## config.mk

```make
export PLATFORM = sky130hd
export DESIGN_NAME = tile_text_renderer
export DESIGN_NICKNAME = d
export VERILOG_FILES = /design/src/rtl/tile_text_renderer.sv
export SDC_FILE = /design/constraint.sdc
export NUM_CORES = 1
export LEC_CHECK = 0
export BUFFER_PORTS_ARGS = -buffer_cell sky130_fd_sc_hd__buf_2
export CAP_MARGIN = 20
export CORE_AREA = 2 2 135 137
export DETAILED_ROUTE_END_ITERATION = 8
export DIE_AREA = 0 0 137 139
export PLACE_DENSITY = 0.79
export REMOVE_ABC_BUFFERS = 1
export SYNTH_ARGS = -nofsm -noshare
export SYNTH_HDL_FRONTEND = slang
export SYNTH_SLANG_ARGS = --single-unit
```

## constraint.sdc

```tcl
create_clock -name clk -period 2.8 [get_ports clk]
set_input_delay 0.84 -clock clk [delete_from_list [all_inputs] [get_ports clk]]
set_output_delay 0.84 -clock clk [all_outputs]
set_load 0.005 [all_outputs]
```

## src/rtl/tile_text_renderer.sv

```systemverilog
// Tile text renderer: 80x60 grid of 8x8 glyphs, 16-entry RGB332 palette, blinking block cursor.
// Three pix_en-qualified stages: tile-map lookup, glyph lookup, colour resolve.
module tile_text_renderer #(
    parameter int unsigned BLINK_LOG2 = 5,
    parameter int unsigned MAP_COLS   = 80
) (
    input  logic        clk,
    input  logic        reset,
    input  logic        pix_en,
    input  logic [9:0]  hcount,
    input  logic [9:0]  vcount,
    input  logic        bright,
    input  logic        hsync_in,
    input  logic        vsync_in,
    output logic [12:0] map_addr,
    input  logic [15:0] map_data,
    output logic [10:0] glyph_addr,
    input  logic [7:0]  glyph_data,
    input  logic        pal_we,
    input  logic [3:0]  pal_addr,
    input  logic [7:0]  pal_wdata,
    input  logic        cursor_en,
    input  logic [6:0]  cursor_x,
    input  logic [5:0]  cursor_y,
    output logic [7:0]  rgb,
    output logic        hsync,
    output logic        vsync,
    output logic        bright_out
);

    function automatic logic [7:0] pal_default(input logic [3:0] i);
        return {i[2], i[2], i[3], i[1], i[1], i[3], i[0], i[3]};
    endfunction

    logic [7:0]  palette [16];
    logic [BLINK_LOG2:0] frame_cnt;

    // stage 0
    logic [6:0]  col_s0;
    logic [5:0]  row_s0;
    logic [2:0]  px_s0;
    logic [2:0]  py_s0;
    logic        hs_s0, vs_s0, br_s0;

    // stage 1
    logic [6:0]  col_s1;
    logic [5:0]  row_s1;
    logic [2:0]  px_s1;
    logic [7:0]  attr_s1;
    logic        hs_s1, vs_s1, br_s1;

    logic [6:0]  col_in;
    logic [5:0]  row_in;
    logic [12:0] map_addr_next;
    logic        glyph_bit;
    logic        cursor_hit;
    logic [3:0]  pal_idx;
    logic [7:0]  rgb_next;
    logic        unused_vcount_msb;

    assign col_in            = hcount[9:3];
    assign row_in            = vcount[8:3];
    assign unused_vcount_msb = vcount[9];

    // constant multiply by MAP_COLS reduces to the (row<<6)+(row<<4) shift-add for 80 columns
    always_comb begin
        map_addr_next = '0;
        if (bright) begin
            map_addr_next = 13'(row_in) * 13'(MAP_COLS) + 13'(col_in);
        end
    end

    always_ff @(posedge clk or negedge reset) begin
        if (!reset) begin
            col_s0   <= '0;
            row_s0   <= '0;
            px_s0    <= '0;
            py_s0    <= '0;
            hs_s0    <= 1'b1;
            vs_s0    <= 1'b1;
            br_s0    <= 1'b0;
            map_addr <= '0;
        end else if (pix_en) begin
            col_s0   <= col_in;
            row_s0   <= row_in;
            px_s0    <= hcount[2:0];
            py_s0    <= vcount[2:0];
            hs_s0    <= hsync_in;
            vs_s0    <= vsync_in;
            br_s0    <= bright;
            map_addr <= map_addr_next;
        end
    end

    always_ff @(posedge clk or negedge reset) begin
        if (!reset) begin
            col_s1     <= '0;
            row_s1     <= '0;
            px_s1      <= '0;
            attr_s1    <= '0;
            hs_s1      <= 1'b1;
            vs_s1      <= 1'b1;
            br_s1      <= 1'b0;
            glyph_addr <= '0;
        end else if (pix_en) begin
            col_s1     <= col_s0;
            row_s1     <= row_s0;
            px_s1      <= px_s0;
            attr_s1    <= map_data[15:8];
            hs_s1      <= hs_s0;
            vs_s1      <= vs_s0;
            br_s1      <= br_s0;
            glyph_addr <= {map_data[7:0], py_s0};
        end
    end

    // cursor swaps fg/bg, which is the same as inverting the glyph bit
    always_comb begin
        glyph_bit  = glyph_data[3'd7 - px_s1];
        cursor_hit = cursor_en && (col_s1 == cursor_x) && (row_s1 == cursor_y)
                     && frame_cnt[BLINK_LOG2];
        pal_idx    = (glyph_bit ^ cursor_hit) ? attr_s1[3:0] : attr_s1[7:4];
        rgb_next   = br_s1 ? palette[pal_idx] : 8'h00;
    end

    always_ff @(posedge clk or negedge reset) begin
        if (!reset) begin
            rgb        <= '0;
            hsync      <= 1'b1;
            vsync      <= 1'b1;
            bright_out <= 1'b0;
        end else if (pix_en) begin
            rgb        <= rgb_next;
            hsync      <= hs_s1;
            vsync      <= vs_s1;
            bright_out <= br_s1;
        end
    end

    always_ff @(posedge clk or negedge reset) begin
        if (!reset) begin
            frame_cnt <= '0;
        end else if (pix_en && vs_s0 && !vsync_in) begin
            frame_cnt <= frame_cnt + 1'b1;
        end
    end

    always_ff @(posedge clk or negedge reset) begin
        if (!reset) begin
            for (int unsigned i = 0; i < 16; i++) begin
                palette[i] <= pal_default(4'(i));
            end
        end else if (pal_we) begin
            palette[pal_addr] <= pal_wdata;
        end
    end

endmodule
```

# Word level (Yosys, flattened, before mapping)
# Cells that the tools add are included.
# W data, S select, Z words.
# totals
regBits,218
# op_classes
eq_ne,2
n_mul,1
n_lt_le_gt_ge,4
muxes,11
addsub,3
n_reduce_logical,7
n_bitwise,3
# op_table
cell,n
$bwmux W128,1
$bmux W8 S4,1
$demux W8 S4,1
$mux W8,4
$add A13 B7 Y13,1
$mux W13,1
$ge A5 B5 Y1 const B,2
$not A4 Y5,2
$mul A6 B3 Y9 const B,1
$eq A7 B7 Y1,1
$add A6 B1 Y6 const B,1
$eq A6 B6 Y1,1
$logic_and A1 B1 Y1,6
$lt A5 B1 Y1 const B,1
$lt A3 B4 Y1 const B,1
$mux W4,1
$bmux W1 S3,1
$sub A3 B3 Y3 const A,1
$logic_not A1 Y1,1
$mux W1,1
$xor A1 B1 Y1,1

# Depth between registers and ports, before layout
# depth
ltp_word,11
ltp_mapped,11
depth_no_buf,11

# Worst setup path before layout
# No wires, ideal clock.
# synth_timing
path_type,in2reg
start,in glyph_data[0]
end,reg rgb[4]
t_required_ns,2.672
setup_slack_ns,-0.157
stages,11
arrival_ns,2.829
cell_sequence,mux4_2 > mux2_2 > mux2i_1 > mux2i_1 > buf_4 > buf_8 > buf_4 > mux2i_1 > nand2_1 > nand3_1 > nand3_1
# synth_between
elab_chain_len,9
# synth_rtl
item,line,source
start: declaration,18,"input logic [7:0] glyph_data,"
$bmux W1 S3,119,glyph_bit = glyph_data[3'd7 - px_s1];
$mux W1 (implied by the code),119,
$xor A1 B1 Y1,122,pal_idx = (glyph_bit ^ cursor_hit) ? attr_s1[3:0] : attr_s1[7:4];
$mux W4,122,
$not A4 Y5 (implied by the code),123,rgb_next = br_s1 ? palette[pal_idx] : 8'h00;
$bmux W8 S4,123,
$mux W8 (implied by the code) (2 in a row),123,
$mux W8,123,
end signal: assignment,133,rgb <= rgb_next;
end: declaration,25,"output logic [7:0] rgb,"
# Every way passes these cells. The select of a mux whose other input is x is not followed.
# A chain may end at the register's enable or synchronous reset.

# Worst setup path after layout
# layout_timing
start,reg px_s1[0]
end,reg rgb[1]
# layout_between
elab_chain_len,10
# layout_rtl
item,line,source
start: declaration,48,logic [2:0] px_s1;
start signal: assignment,108,px_s1 <= px_s0;
$sub A3 B3 Y3,119,
$bmux W1 S3,119,
$mux W1 (implied by the code),119,
$xor A1 B1 Y1,122,
$mux W4,122,
$not A4 Y5 (implied by the code),123,
$bmux W8 S4,123,
$mux W8 (implied by the code) (2 in a row),123,
$mux W8,123,
# Every way passes these cells. The select of a mux whose other input is x is not followed.

==> impl_results.md <==
* Status: complete, but fails checks
* Violated checks: setup timing
* Antenna diode count at 0
* Endpoints failing hold at 0
* Critical path class: reg -> reg
* Root buffer selected by CTS: clkbuf_16
* Yosys cell types at between 40 and 50
* Worst-Skew Late Latency at around 0.50 ns
* Post-synthesis mux area share at 26.6%
* GRT Residual Overflow at 0
* Die footprint at roughly 0.019 sq mm
* Pwr/cell area at around 770 mW/mm^2
* Clock buffer depth at 3
* Clock Skews at 0.0109 ns
* VDD IR max at 0.499 mV
* Pre-CTS setup slack at -0.492 ns
* RePlAce Congestion at 0.877
* Fraction of layout cells with a size suffix above 1 at 50.3%
* Row count at 49
* Die X at 137 um
* Antenna violations before repair at 0
* Setup crit end kind: flop
* Flops & latches, synth at 218
* Register area share after synthesis at 54.3%
* First-pass GRT wire length at 36,200 um
* CP Launch Type: flop
* Clock transition at path regs at approximately 0.060 ns
* Die Ht at 139 um
* Post-synth top area share at between 30% and 40%
* Hold_ws at 0.315 ns
* Synth async-reset ratio at 100%
* Area Overhead vs Synth at 21.7%
* Cts hold-fix bufs at 0
* Max_cap viols at 0
* Clock Sinks at approximately 220
* H-tree Lvls at 1
* Post-layout min period at 2.86 ns
* Post-synth EDFFs at 0
* Final #Nets at 1,051
* Number of buffers created by CTS at 23
* DP Wirelength at 15,100 um
* WP data required at 3.23 ns
* I/O Buffers at 110
* Synth Area in Simple Gates at under 10%
* Slew Limit Fails at 0
* Setup violators final at 2
* Vias per cell at 5.74
* Netlist Area Pre-Place at around 0.010 sq mm
* GRT Total Usage at 23.8%
* Core area at 0.0177 sq mm
* Drt first pass iters at 5
* Initial core utilization at 57.8%
* CTS tree: built
* Largest family of logic cells by synthesized area: multiplexers
* Synth area leaders: dfrtp_1, mux2_2, dfstp_2
* Largest area contributor in the netlist: dfrtp_1
* Top-level I/O count at 112
* Pin count of the biggest net entering global routing at 63
* Count leader, synth: mux2_2
* DRT Wirelength at about 23,000 um
* Slack of the critical path at -0.0571 ns
* Synth top cells by count: mux2_2, dfrtp_1, dfstp_2, mux2i_1, nand2_1
* Fmax at 350 MHz
* Hold WC Path Type: in -> async
* Ys Warns at 0
* Adder-cell area share of the yosys netlist at 1.86%
* Avg Cell Area, Syn at 12.9 sq um
* Compound-Gate Fraction of Synth Area at 5.56%
* Slew @ Worst Pin at 0.520 ns
* DRT iter0 DRCs at 457
* RSZ-0062 raised after global routing: true
* Post-synth top flop: dfrtp_1
* WL/cell at 18.8 um
* Mapped Cells at 789
* DRC errors left at 0
* LEAKAGE at 0.00559 uW
* Vias in the first global route at ~7,100
* Critical Path AT at roughly 3.3 ns
* Max-slew headroom at 65.4%
* Period utilization at 102%
* Detailed-route via count at 6,922
* XOR/XNOR Fraction of Synth Area at 2.40%
* Antenna-violating nets left at 0
* CP max FO at 16
flip-flops by register name (all words and copies together) (netlist names), 3 cells and up:
signal,flops
attr_s1,8
col_s0,7
col_s1,7
frame_cnt,6
glyph_addr,11
map_addr,13
palette,128
px_s0,3
px_s1,3
py_s0,3
rgb,8
row_s0,6
row_s1,6
logic make-up after synthesis:
logic type / Yosys count
buf+inv: 66
fa+ha+maj: 14
mux: 244
compound gates: 84
simple gates: 135
flops: 218
xor+xnor: 28
layout by cell type, fill, tap and decap left out, types with 8 or more instances in the layout:
cell / instances
a222oi_1: 8
dfstp_2: 70
dfrtp_1: 148
xor2_1: 18
mux2_2: 187
nand2b_1: 16
a21oi_1: 24
ha_1: 12
buf_2: 108
nor2_1: 27
clkbuf_16: 25
o21ai_0: 15
xnor2_1: 10
a221oi_1: 11
nand2_1: 32
buf_12: 8
nand3_1: 28
buf_4: 62
mux2i_1: 50
inv_1: 27
worst max-delay path: stages, from the launching register on:
cell      delay (ns)
dfrtp_1         0.41
mux4_2          0.57
mux2_4          0.34
mux2i_4         0.20
mux2i_4         0.17
buf_4           0.18
buf_8           0.20
mux2i_1         0.10
a222oi_1        0.37
nand3_1         0.13
nand3_1         0.10
metrics by stage:
step	TNS [ns]	instances	power, uW	instance area, sq um	util, %
after floorplan	-29.35	750	5550	10000	-
after global placement	-3.49	1160	6270	11500	65.2
after CTS	0	1202	9490	12300	69.6
after detailed placement	-3.83	1160	6370	11500	65.2
after global routing	-0.832	1206	10000	12400	70.4
final	-0.0684	1206	9540	12400	70.4
path summary, 6_finish.rpt:
path	from	to	slack (ns)	cells after the start
worst max-delay path	px_s1[0]	rgb[1]	-0.06	10
worst min register to register	vs_s1	vs_s1	0.47	2
max in group asynchronous	reset	palette[75]	1.73	2
worst max register to register	px_s1[0]	rgb[1]	-0.06	10
min in group clk	vs_s1	vs_s1	0.47	2
worst min-delay path	reset	map_addr[0]	0.31	1
metal layers:
| metal | routed length (um) | global-route usage [%] | share of wire [%] |
|---|---|---|---|
| met1 | 9680 | 32.6 | 43 |
| met2 | 11300 | 39.8 | 50 |
| met3 | 1130 | 3.25 | 5.0 |
| met4 | 557 | 6.78 | 2.5 |
| met5 | 0 | 0 | 0 |
what timing repair did:
| item | 4_1_cts | 5_1_grt |
|---|---|---|
| pin swaps | 0 | 7 |
| endpoints found under the hold margin | 0 | 0 |
| setup buffers | 0 | 2 |
| gates cloned | 0 | 2 |
| endpoints found under the setup margin | 1 | 8 |
| gates resized for setup | 1 | 15 |
where the power goes:
part | switching, uW | leakage (uW) | internal [uW]
logic | 975 | 0.00267 | 1170
registers | 375 | 0.00254 | 3940
clock network | 1200 | 0.000376 | 1880
cell type report:
cell class	instances	area [sq um]
inverter	27	101
timing repair buffer	185	1280
clock buffer	33	643
fill	1226	5230
tap	229	287
multi-input combinational	505	4450
sequential	218	5540
clock inverter	9	126
Note: power is estimated with default switching activity, not from simulation.
